**src/rtl/dk_sound_trigger_latch_if.sv**
```systemverilog
// CPU-side bus of the sound trigger latch: write strobe, bit address/data,
// latch clear and the raw latch readback.
interface dk_sound_trigger_latch_if;
  logic       cpu_wr;
  logic [2:0] cpu_addr;
  logic       cpu_data;
  logic       latch_clr;
  logic [7:0] latch_q;

  modport master (
    output cpu_wr, cpu_addr, cpu_data, latch_clr,
    input  latch_q
  );

  modport slave (
    input  cpu_wr, cpu_addr, cpu_data, latch_clr,
    output latch_q
  );
endinterface

```
**src/rtl/dk_sound_trigger_latch.sv**
```systemverilog
// 74LS259-style sound latch plus per-bit trigger conditioning: every rising
// edge gives a minimum-length audible pulse and every fall a minimum gap.
module dk_sound_trigger_latch #(
  parameter int unsigned CLOCK_RATE       = 1000000,
  parameter int unsigned SAMPLE_RATE      = 48000,
  parameter int unsigned MIN_HOLD_SAMPLES = 48,
  parameter int unsigned MIN_GAP_SAMPLES  = 24,
  parameter int unsigned WALK_BIT         = 0
) (
  input  logic                     clk,
  input  logic                     I_RSTn,
  input  logic                     audio_clk_en,
  dk_sound_trigger_latch_if.slave  cpu,
  output logic [7:0]               trig_out,
  output logic                     walk_en
);

  localparam int unsigned CNT_MAX = (MIN_HOLD_SAMPLES > MIN_GAP_SAMPLES) ?
                                    MIN_HOLD_SAMPLES : MIN_GAP_SAMPLES;
  localparam int unsigned CNT_W   = $clog2(CNT_MAX) + 1;

  localparam logic [CNT_W-1:0] HOLD_LOAD = CNT_W'(MIN_HOLD_SAMPLES - 1);
  localparam logic [CNT_W-1:0] GAP_LOAD  = CNT_W'(MIN_GAP_SAMPLES - 1);
  localparam logic [CNT_W-1:0] CNT_ONE   = CNT_W'(1);
  localparam logic [2:0]       WALK_IDX  = 3'(WALK_BIT);

  if (MIN_HOLD_SAMPLES < 1 || MIN_GAP_SAMPLES < 1 || WALK_BIT > 7 ||
      SAMPLE_RATE > CLOCK_RATE) begin : g_bad_params
    $error("dk_sound_trigger_latch: illegal parameter set");
  end

  typedef enum logic [1:0] {
    ST_IDLE,
    ST_HOLD,
    ST_FOLLOW,
    ST_GAP
  } ch_state_e;

  logic [7:0]       latch_bits_q, latch_bits_d;
  logic [7:0]       pend_q, pend_d;
  logic [7:0]       trig_q, trig_d;
  logic [7:0]       consume;
  ch_state_e        state_q [8];
  ch_state_e        state_d [8];
  logic [CNT_W-1:0] cnt_q   [8];
  logic [CNT_W-1:0] cnt_d   [8];

  // Channel FSMs: only advance on an audio tick, from registered latch/pend.
  always_comb begin
    state_d = state_q;
    cnt_d   = cnt_q;
    trig_d  = trig_q;
    consume = '0;
    if (audio_clk_en) begin
      for (int unsigned i = 0; i < 8; i++) begin
        case (state_q[i])
          ST_IDLE: begin
            if (latch_bits_q[i] || pend_q[i]) begin
              state_d[i] = ST_HOLD;
              trig_d[i]  = 1'b1;
              cnt_d[i]   = HOLD_LOAD;
              consume[i] = 1'b1;
            end
          end
          ST_HOLD: begin
            if (cnt_q[i] != '0) begin
              cnt_d[i] = cnt_q[i] - CNT_ONE;
            end else if (latch_bits_q[i] && !pend_q[i]) begin
              state_d[i] = ST_FOLLOW;
            end else begin
              state_d[i] = ST_GAP;
              trig_d[i]  = 1'b0;
              cnt_d[i]   = GAP_LOAD;
            end
          end
          ST_FOLLOW: begin
            // A pending edge here means release plus re-press between ticks.
            if (!latch_bits_q[i] || pend_q[i]) begin
              state_d[i] = ST_GAP;
              trig_d[i]  = 1'b0;
              cnt_d[i]   = GAP_LOAD;
            end
          end
          ST_GAP: begin
            if (cnt_q[i] != '0) begin
              cnt_d[i] = cnt_q[i] - CNT_ONE;
            end else begin
              state_d[i] = ST_IDLE;
            end
          end
          default: begin
            state_d[i] = ST_IDLE;
            trig_d[i]  = 1'b0;
            cnt_d[i]   = '0;
          end
        endcase
      end
    end
  end

  // Latch and sticky edge flags; a same-bit set overrides the channel's consume.
  always_comb begin
    latch_bits_d = latch_bits_q;
    pend_d       = pend_q & ~consume;
    if (cpu.latch_clr) begin
      latch_bits_d = '0;
      pend_d       = '0;
    end else if (cpu.cpu_wr) begin
      latch_bits_d[cpu.cpu_addr] = cpu.cpu_data;
      if (cpu.cpu_data && !latch_bits_q[cpu.cpu_addr]) begin
        pend_d[cpu.cpu_addr] = 1'b1;
      end
    end
  end

  always_ff @(posedge clk or negedge I_RSTn) begin
    if (!I_RSTn) begin
      latch_bits_q <= '0;
      pend_q       <= '0;
      trig_q       <= '0;
      for (int unsigned i = 0; i < 8; i++) begin
        state_q[i] <= ST_IDLE;
        cnt_q[i]   <= '0;
      end
    end else begin
      latch_bits_q <= latch_bits_d;
      pend_q       <= pend_d;
      trig_q       <= trig_d;
      state_q      <= state_d;
      cnt_q        <= cnt_d;
    end
  end

  assign cpu.latch_q = latch_bits_q;
  assign trig_out    = trig_q;
  assign walk_en     = trig_q[WALK_IDX];

endmodule
```
**src/flat_wrapper.sv**
```systemverilog
// flat-port wrapper written by rule: the top's interface ports become plain ports
module dk_sound_trigger_latch_flat 
#(
  parameter int unsigned CLOCK_RATE       = 1000000,
  parameter int unsigned SAMPLE_RATE      = 48000,
  parameter int unsigned MIN_HOLD_SAMPLES = 48,
  parameter int unsigned MIN_GAP_SAMPLES  = 24,
  parameter int unsigned WALK_BIT         = 0
)
  (clk, I_RSTn, audio_clk_en, trig_out, walk_en, cpu_cpu_wr, cpu_cpu_addr, cpu_cpu_data, cpu_latch_clr, cpu_latch_q);
  dk_sound_trigger_latch_if cpu_i ();
  input  logic clk;
  input  logic I_RSTn;
  input  logic audio_clk_en;
  output logic [7:0] trig_out;
  output logic walk_en;
  input wire logic [$bits(cpu_i.cpu_wr)-1:0] cpu_cpu_wr;
  input wire logic [$bits(cpu_i.cpu_addr)-1:0] cpu_cpu_addr;
  input wire logic [$bits(cpu_i.cpu_data)-1:0] cpu_cpu_data;
  input wire logic [$bits(cpu_i.latch_clr)-1:0] cpu_latch_clr;
  output wire logic [$bits(cpu_i.latch_q)-1:0] cpu_latch_q;
  assign cpu_i.cpu_wr = cpu_cpu_wr;
  assign cpu_i.cpu_addr = cpu_cpu_addr;
  assign cpu_i.cpu_data = cpu_cpu_data;
  assign cpu_i.latch_clr = cpu_latch_clr;
  assign cpu_latch_q = cpu_i.latch_q;
  dk_sound_trigger_latch #(.CLOCK_RATE(CLOCK_RATE), .SAMPLE_RATE(SAMPLE_RATE), .MIN_HOLD_SAMPLES(MIN_HOLD_SAMPLES), .MIN_GAP_SAMPLES(MIN_GAP_SAMPLES), .WALK_BIT(WALK_BIT)) u_core (.clk(clk), .I_RSTn(I_RSTn), .audio_clk_en(audio_clk_en), .cpu(cpu_i), .trig_out(trig_out), .walk_en(walk_en));
endmodule
```
**config.mk**
```make
export PLATFORM = sky130hd
export DESIGN_NAME = dk_sound_trigger_latch_flat
export DESIGN_NICKNAME = d
export VERILOG_FILES = /design/src/rtl/dk_sound_trigger_latch_if.sv /design/src/rtl/dk_sound_trigger_latch.sv /design/src/flat_wrapper.sv
export SDC_FILE = /design/constraint.sdc
export NUM_CORES = 1
export LEC_CHECK = 0
export CAP_MARGIN = 5
export CORE_MARGIN = 2
export CORE_UTILIZATION = 62
export CTS_CLUSTER_DIAMETER = 80
export CTS_CLUSTER_SIZE = 30
export DETAILED_ROUTE_END_ITERATION = 8
export PLACE_DENSITY = 0.87
export SLEW_MARGIN = 40
export SYNTH_ARGS = -nofsm -noshare
export SYNTH_HDL_FRONTEND = slang
export SYNTH_SLANG_ARGS = --single-unit
```
**constraint.sdc**
```tcl
create_clock -name clk -period 2.5 [get_ports clk]
set_input_delay 0.5 -clock clk [delete_from_list [all_inputs] [get_ports clk]]
set_output_delay 0.5 -clock clk [all_outputs]
set_load 0.005 [all_outputs]
```
After elaboration in Yosys (flattened, before gate mapping)
Index checks and enable logic that the tools add are counted.
W data, S select, Z words.
{ "totals": {"register_bits": 96, "latch_bits": 0, "mem_bits_rw": 0, "mem_bits_ro": 0, "inputBits": 9, "wordCells": 374, "mem_count": 0} }
{ "op_classes": {"n_addsub": 8, "mul": 0, "n_div": 0, "n_lt_le_gt_ge": 2, "eq_ne": 80, "shifts": 0, "mux": 163, "bitwise": 3, "n_reduce_logical": 92} }
{ "op_table": {"columns": ["operator", "count"], "rows": [
  ["$mux W7", 40],
  ["$pmux W7 S4", 8],
  ["$reduce_and A5 Y1", 16],
  ["$mux W2", 32],
  ["$pmux W2 S4", 8],
  ["$mux W1", 58],
  ["$reduce_bool A7 Y1", 8],
  ["$sub A7 B1 Y7 const B", 8],
  ["$mux W8", 6],
  ["$ne A2 B1 Y1 const B", 24],
  ["$ne A2 B2 Y1 const B", 24],
  ["$reduce_and A6 Y1", 8],
  ["$eq A2 B2 Y1 const B", 16],
  ["$pmux W1 S3", 8],
  ["$reduce_bool A3 Y1", 8],
  ["$ne A3 B2 Y1 const B", 6],
  ["$logic_not A1 Y1", 17],
  ["$eq A2 B1 Y1 const B", 8],
  ["$logic_not A2 Y1", 8],
  ["$logic_or A1 B1 Y1", 16],
  ["$logic_and A1 B1 Y1", 10],
  ["$and A8 B8 Y8", 1],
  ["$bwmux W8", 1],
  ["$not A8 Y8", 1],
  ["7 further kinds", 8]
]} }

Longest topological paths before layout
{ "logic_depth": {"depth_word": 10, "ltp_mapped": 9, "depth_no_buf": 7} }

Worst setup path after synthesis
Ideal clock, no wire load.
{ "synth_path": {"path_type": "reg2reg", "start": "register u_core.state_q[4] (netlist name)", "end": "register u_core.cnt_q[14] (netlist name)", "setup_ns": 0.125, "arrival_time_ns": 1.729, "slack_ns": 0.647, "path_stages_with_launch": 9, "cell_sequence": "dfrtp_1 inv_1 ha_1 buf_2 mux2i_1 o21ai_1 nand2b_1 buf_2 mux2_2"} }
{ "synth_via": {"elab_chain_cells": 3} }
{ "synth_lines": {"columns": ["item", "line", "text"], "rows": [
  ["from (decl)", "dk_sound_trigger_latch.sv:43", "ch_state_e state_q [8];"],
  ["from (signal assigned)", "dk_sound_trigger_latch.sv:129", "state_q <= state_d;"],
  ["$eq A2 B1 Y1, or another cell as far along", "dk_sound_trigger_latch.sv:56", "case (state_q[i])"],
  ["$ne A3 B2 Y1 (no line) or $ne A2 B1 Y1 (tied branches)", null, null],
  ["$reduce_and A5 Y1 (no line)", null, null],
  ["to (signal assigned)", "dk_sound_trigger_latch.sv:130", "cnt_q <= cnt_d;"],
  ["to (decl)", "dk_sound_trigger_latch.sv:45", "logic [CNT_W-1:0] cnt_q [8];"]
]} }
Several ways; a longest one is shown, not always the timed one.
A chain may end at the register's enable or synchronous reset.

Worst setup path in the final report
{ "layout_path": {"start": "register u_core.state_q[8] (netlist name)", "end": "register u_core.cnt_q[30] (netlist name)"} }
{ "layout_via": {"elab_chain_cells": 3} }
{ "layout_lines": {"columns": ["item", "line"], "rows": [
  ["$eq A2 B1 Y1, or another cell as far along", "dk_sound_trigger_latch.sv:56"],
  ["$ne A3 B3 Y1 (no line) or $ne A2 B1 Y1 (tied branches)", null],
  ["$reduce_and A5 Y1 (no line)", null]
]} }
Several ways; a longest one is shown, not always the timed one.

==> summary.txt <==
Synthesis
  • Most frequent cell after synthesis: dfrtp_1
  • Post-synth EDFFs: 0
  • Synth warn: 0
  • Seq/Total Area, Yosys: 0.374
  • Synth unique cells: 69
  • Mapped Area: 6420 um2
  • #FFs+latches synth: 96
  • XOR/XNOR share of the synthesized area: 0.00818
  • Post-synth ARST share: 1.00
  • Area share of and/or/nand/nor cells after synthesis: 0.186
  • Adder and majority cell fraction of the synthesized area: 0.0955
  • Post-synth top cells: dfrtp_1 (96), a21oi_1 (70), nor2_1 (67)
  • Synth area leaders: dfrtp_1 (37%), ha_1 (9.5%), a21oi_1 (5.5%), nor2_1 (3.9%), o21ai_0 (3.9%)
  • Area share of the largest cell type after synthesis: 0.374
  • Mux share of post-synthesis cell area: 0.0335
  • Ys flop type: dfrtp_1
  • Largest family of logic cells by synthesized area: compound AO/OA/AOI/OAI gates
  • Area leader, netlist: dfrtp_1
  • Mapped Cells: 723
  • Syn Area/Cell: 8.88 um2
  • Compound-Gate Fraction of Synth Area: 0.252
  • Syn nets: 781

Power
  • Peak supply drop: 0.644 mV
  • Combinational power share: 0.542
  • Register share of total power: 0.333
  • Clock share of power: 0.125
  • Tot Pwr: 8.60 mW
  • Pint: 4.69 mW
  • Pwr per Cell Area: 1220 nW/um2
  • Sw Ratio: 0.455
  • Psw: 3.91 mW
  • P_leak: 3.08 nW

Floorplan
  • Site row count: 37
  • Chip width: 106 um
  • Initial Utilization: 0.630
  • Die Ht: 106 um
  • Core Box Area: 10200 um2
  • Top Ports: 26
  • Die Area: 11200 um2

Setup path
  • Critical path type: flop to flop
  • Crit-path max FO: 11
  • Top cell family by delay on the critical path: compound AO/OA/AOI/OAI gates
  • CP Capture Type: flop
  • Reg-to-Reg Start: u_core.state_q[8]
  • CP bufs+invs: 1
  • R2r endpoint: u_core.cnt_q[30]
  • Worst reg2reg setup slack: 0.32 ns
  • WP depth: 7
  • Worst reg2reg path depth: 7
  • CP Launch Type: flop
  • WP data required: 2.76 ns
  • CP endpoint: u_core.cnt_q[30]
  • CP startpoint: u_core.state_q[8]
  • Slowest cell on crit path: dfrtp_1
  • CP max stage delay: 0.42 ns
  • Crit path arrival time: 2.45 ns
  • Cell chain of the critical path: inv_1 > ha_1 > mux2i_1 > o21a_1 > o21ai_1 > o21ba_2 > o22a_1

Timing
  • Setup TNS: 0 ns
  • Final Slew Violations: 0
  • Max-slew headroom: 0.529
  • Hold slack: 0.0628 ns
  • Unrepaired setup endpoints after global routing: false
  • Clk_skew: 0.00797 ns
  • Final WS setup: 0.315 ns
  • Final setup violation count: 0
  • Max Freq: 0.458 GHz
  • Period utilization: 0.874
  • Final Hold Viols: 0
  • Clock period minus worst slack: 2.18 ns
  • Slew @ Worst Pin: 0.704 ns

Final layout
  • Inserted Diodes: 0
  • Filler instances: 744
  • Share of layout cells above drive strength 1: 0.0859
  • Final Core Density: 0.694
  • Final instance area: 7070 um2
  • Cell Count, Final, Fillers Out: 893
  • Area Overhead vs Synth: 10.1%
  • Nets: 811

Clock tree
  • Skew-Pair Late Insertion Delay: 0.37 ns
  • Hold_buf cts: 0
  • TritonCTS Buffers: 9
  • CTS clk-pin slew, worst paths: 0.09 ns
  • H-tree level count: 3
  • Resize count post-CTS: 0
  • CTS tree: done
  • Total clock sinks: 96
  • Postcts setup bufs: 0
  • Clock Tree Root: clkbuf_8
  • Worst-case clock buffer depth: 2

GRT
  • Number of global-route vias before repair: 5363
  • Total gr overflow: 0
  • Antenna violations before repair: 0
  • GRT Total Usage: 0.260
  • Global-route wire length before repair: 24100 um
  • Largest net degree at the start of global routing: 51

Detailed routing
  • Vias/cell: 6.20
  • DRT iter0 DRCs: 377
  • 1st-pass router iterations: 5
  • Number of nets with antenna violations after routing: 0
  • Final wirelength: 14000 um
  • DR vias: 5540
  • DR DRC count: 0
  • Drt wl/cell: 15.6 um

Status
  • Status: finished, final reports clean

Flow run
  • Max Cap Viol: 0

Placement
  • Dpl cells: 878
  • Setup WS pre-CTS: 0.237 ns
  • Area after DPL: 6860 um2
  • I/O Buffers: 25
  • GP Congestion: 0.882
  • Hpwl dp: 10300 um

Hold path
  • Min-Delay Path Class: primary input to async pin
registers in the layout, indices dropped and copies added (netlist names):
register,count
u_core.cnt_q,56
u_core.cpu.latch_q,8
u_core.trig_out,8
u_core.pend_q,8
u_core.state_q,16
power by group through the flow:
stage	clock network, mW	logic (mW)	registers [mW]
detailed placement	0	4.61	2.88
floorplan	0	3.56	2.72
global route	1.15	5.26	2.95
global placement	0	4.33	2.82
CTS	1.10	4.63	2.85
finish	1.08	4.66	2.86
final cells by class:
type,instances,area [um2],area share
clock buffer,12,165,0.0234
clock inverter,3,40.0,0.00566
inverter,58,218,0.0308
multi-input combinational,549,3690,0.523
sequential,96,2400,0.340
tap,136,170,0.0241
timing repair buffer,39,378,0.0535
placed cells by master (no fill, tap or decap), drive strengths merged, types with 10 or more instances in the layout:
| cell | synthesis | final |
|---|---|---|
| dfrtp | 96 | 96 |
| a21oi | 74 | 74 |
| nor2 | 67 | 67 |
| o21ai | 62 | 62 |
| inv | 58 | 58 |
| ha | 49 | 49 |
| nand2 | 47 | 47 |
| clkdlybuf4s50 | 0 | 24 |
| nor3 | 23 | 23 |
| mux2i | 17 | 17 |
| buf | 15 | 15 |
| a31oi | 14 | 14 |
| nor4 | 14 | 14 |
| o21bai | 13 | 13 |
| nand2b | 12 | 12 |
| clkbuf | 5 | 12 |
| or3 | 12 | 12 |
| nor2b | 11 | 11 |
| o31ai | 11 | 11 |
| o22a | 10 | 10 |
cells by family (layout without fill, tap and decap cells):
| kind of cell | count (synthesis) | in the layout |
|---|---|---|
| xor gates and xnor gates | 6 | 6 |
| adders and majority gates | 49 | 49 |
| DFF | 96 | 96 |
| buffers and inverters | 78 | 112 |
| AOI/OAI and AO/OA | 247 | 247 |
| and+or+nand+nor | 227 | 227 |
| muxes | 20 | 20 |
how the worst min path moves through the flow:
stage            from          endpoint  slack (ns)
6_report       I_RSTn  u_core.cnt_q[44]        0.06
5_1_grt        I_RSTn  u_core.cnt_q[44]        0.09
4_1_cts        I_RSTn  u_core.cnt_q[44]        0.07
3_5_place_dp   I_RSTn  u_core.cnt_q[48]        0.48
3_3_place_gp   I_RSTn  u_core.cnt_q[48]        0.48
2_1_floorplan  I_RSTn   u_core.cnt_q[0]        0.20
layer usage:
layer | wire (um) | vias to the layer above | part of all wire | GRT usage
li1 | - | 2678 | - | -
met1 | 6310 | 2685 | 0.45 | 0.339
met2 | 6810 | 152 | 0.49 | 0.440
met3 | 574 | 25 | 0.041 | 0.0322
met4 | 252 | 0 | 0.018 | 0.103
met5 | 0 | - | 0 | 0
worst register-to-register path, delay by kind of cell (launching register included):
| family | cells | cell delay, ns |
|---|---|---|
| multiplexers | 1 | 0.15 |
| flip-flops | 1 | 0.42 |
| AO/OA/AOI/OAI | 4 | 1.01 |
| adder cells (fa/ha/maj) | 1 | 0.36 |
| buffers and inverters | 1 | 0.12 |
Power figures use the tool's default switching activity.
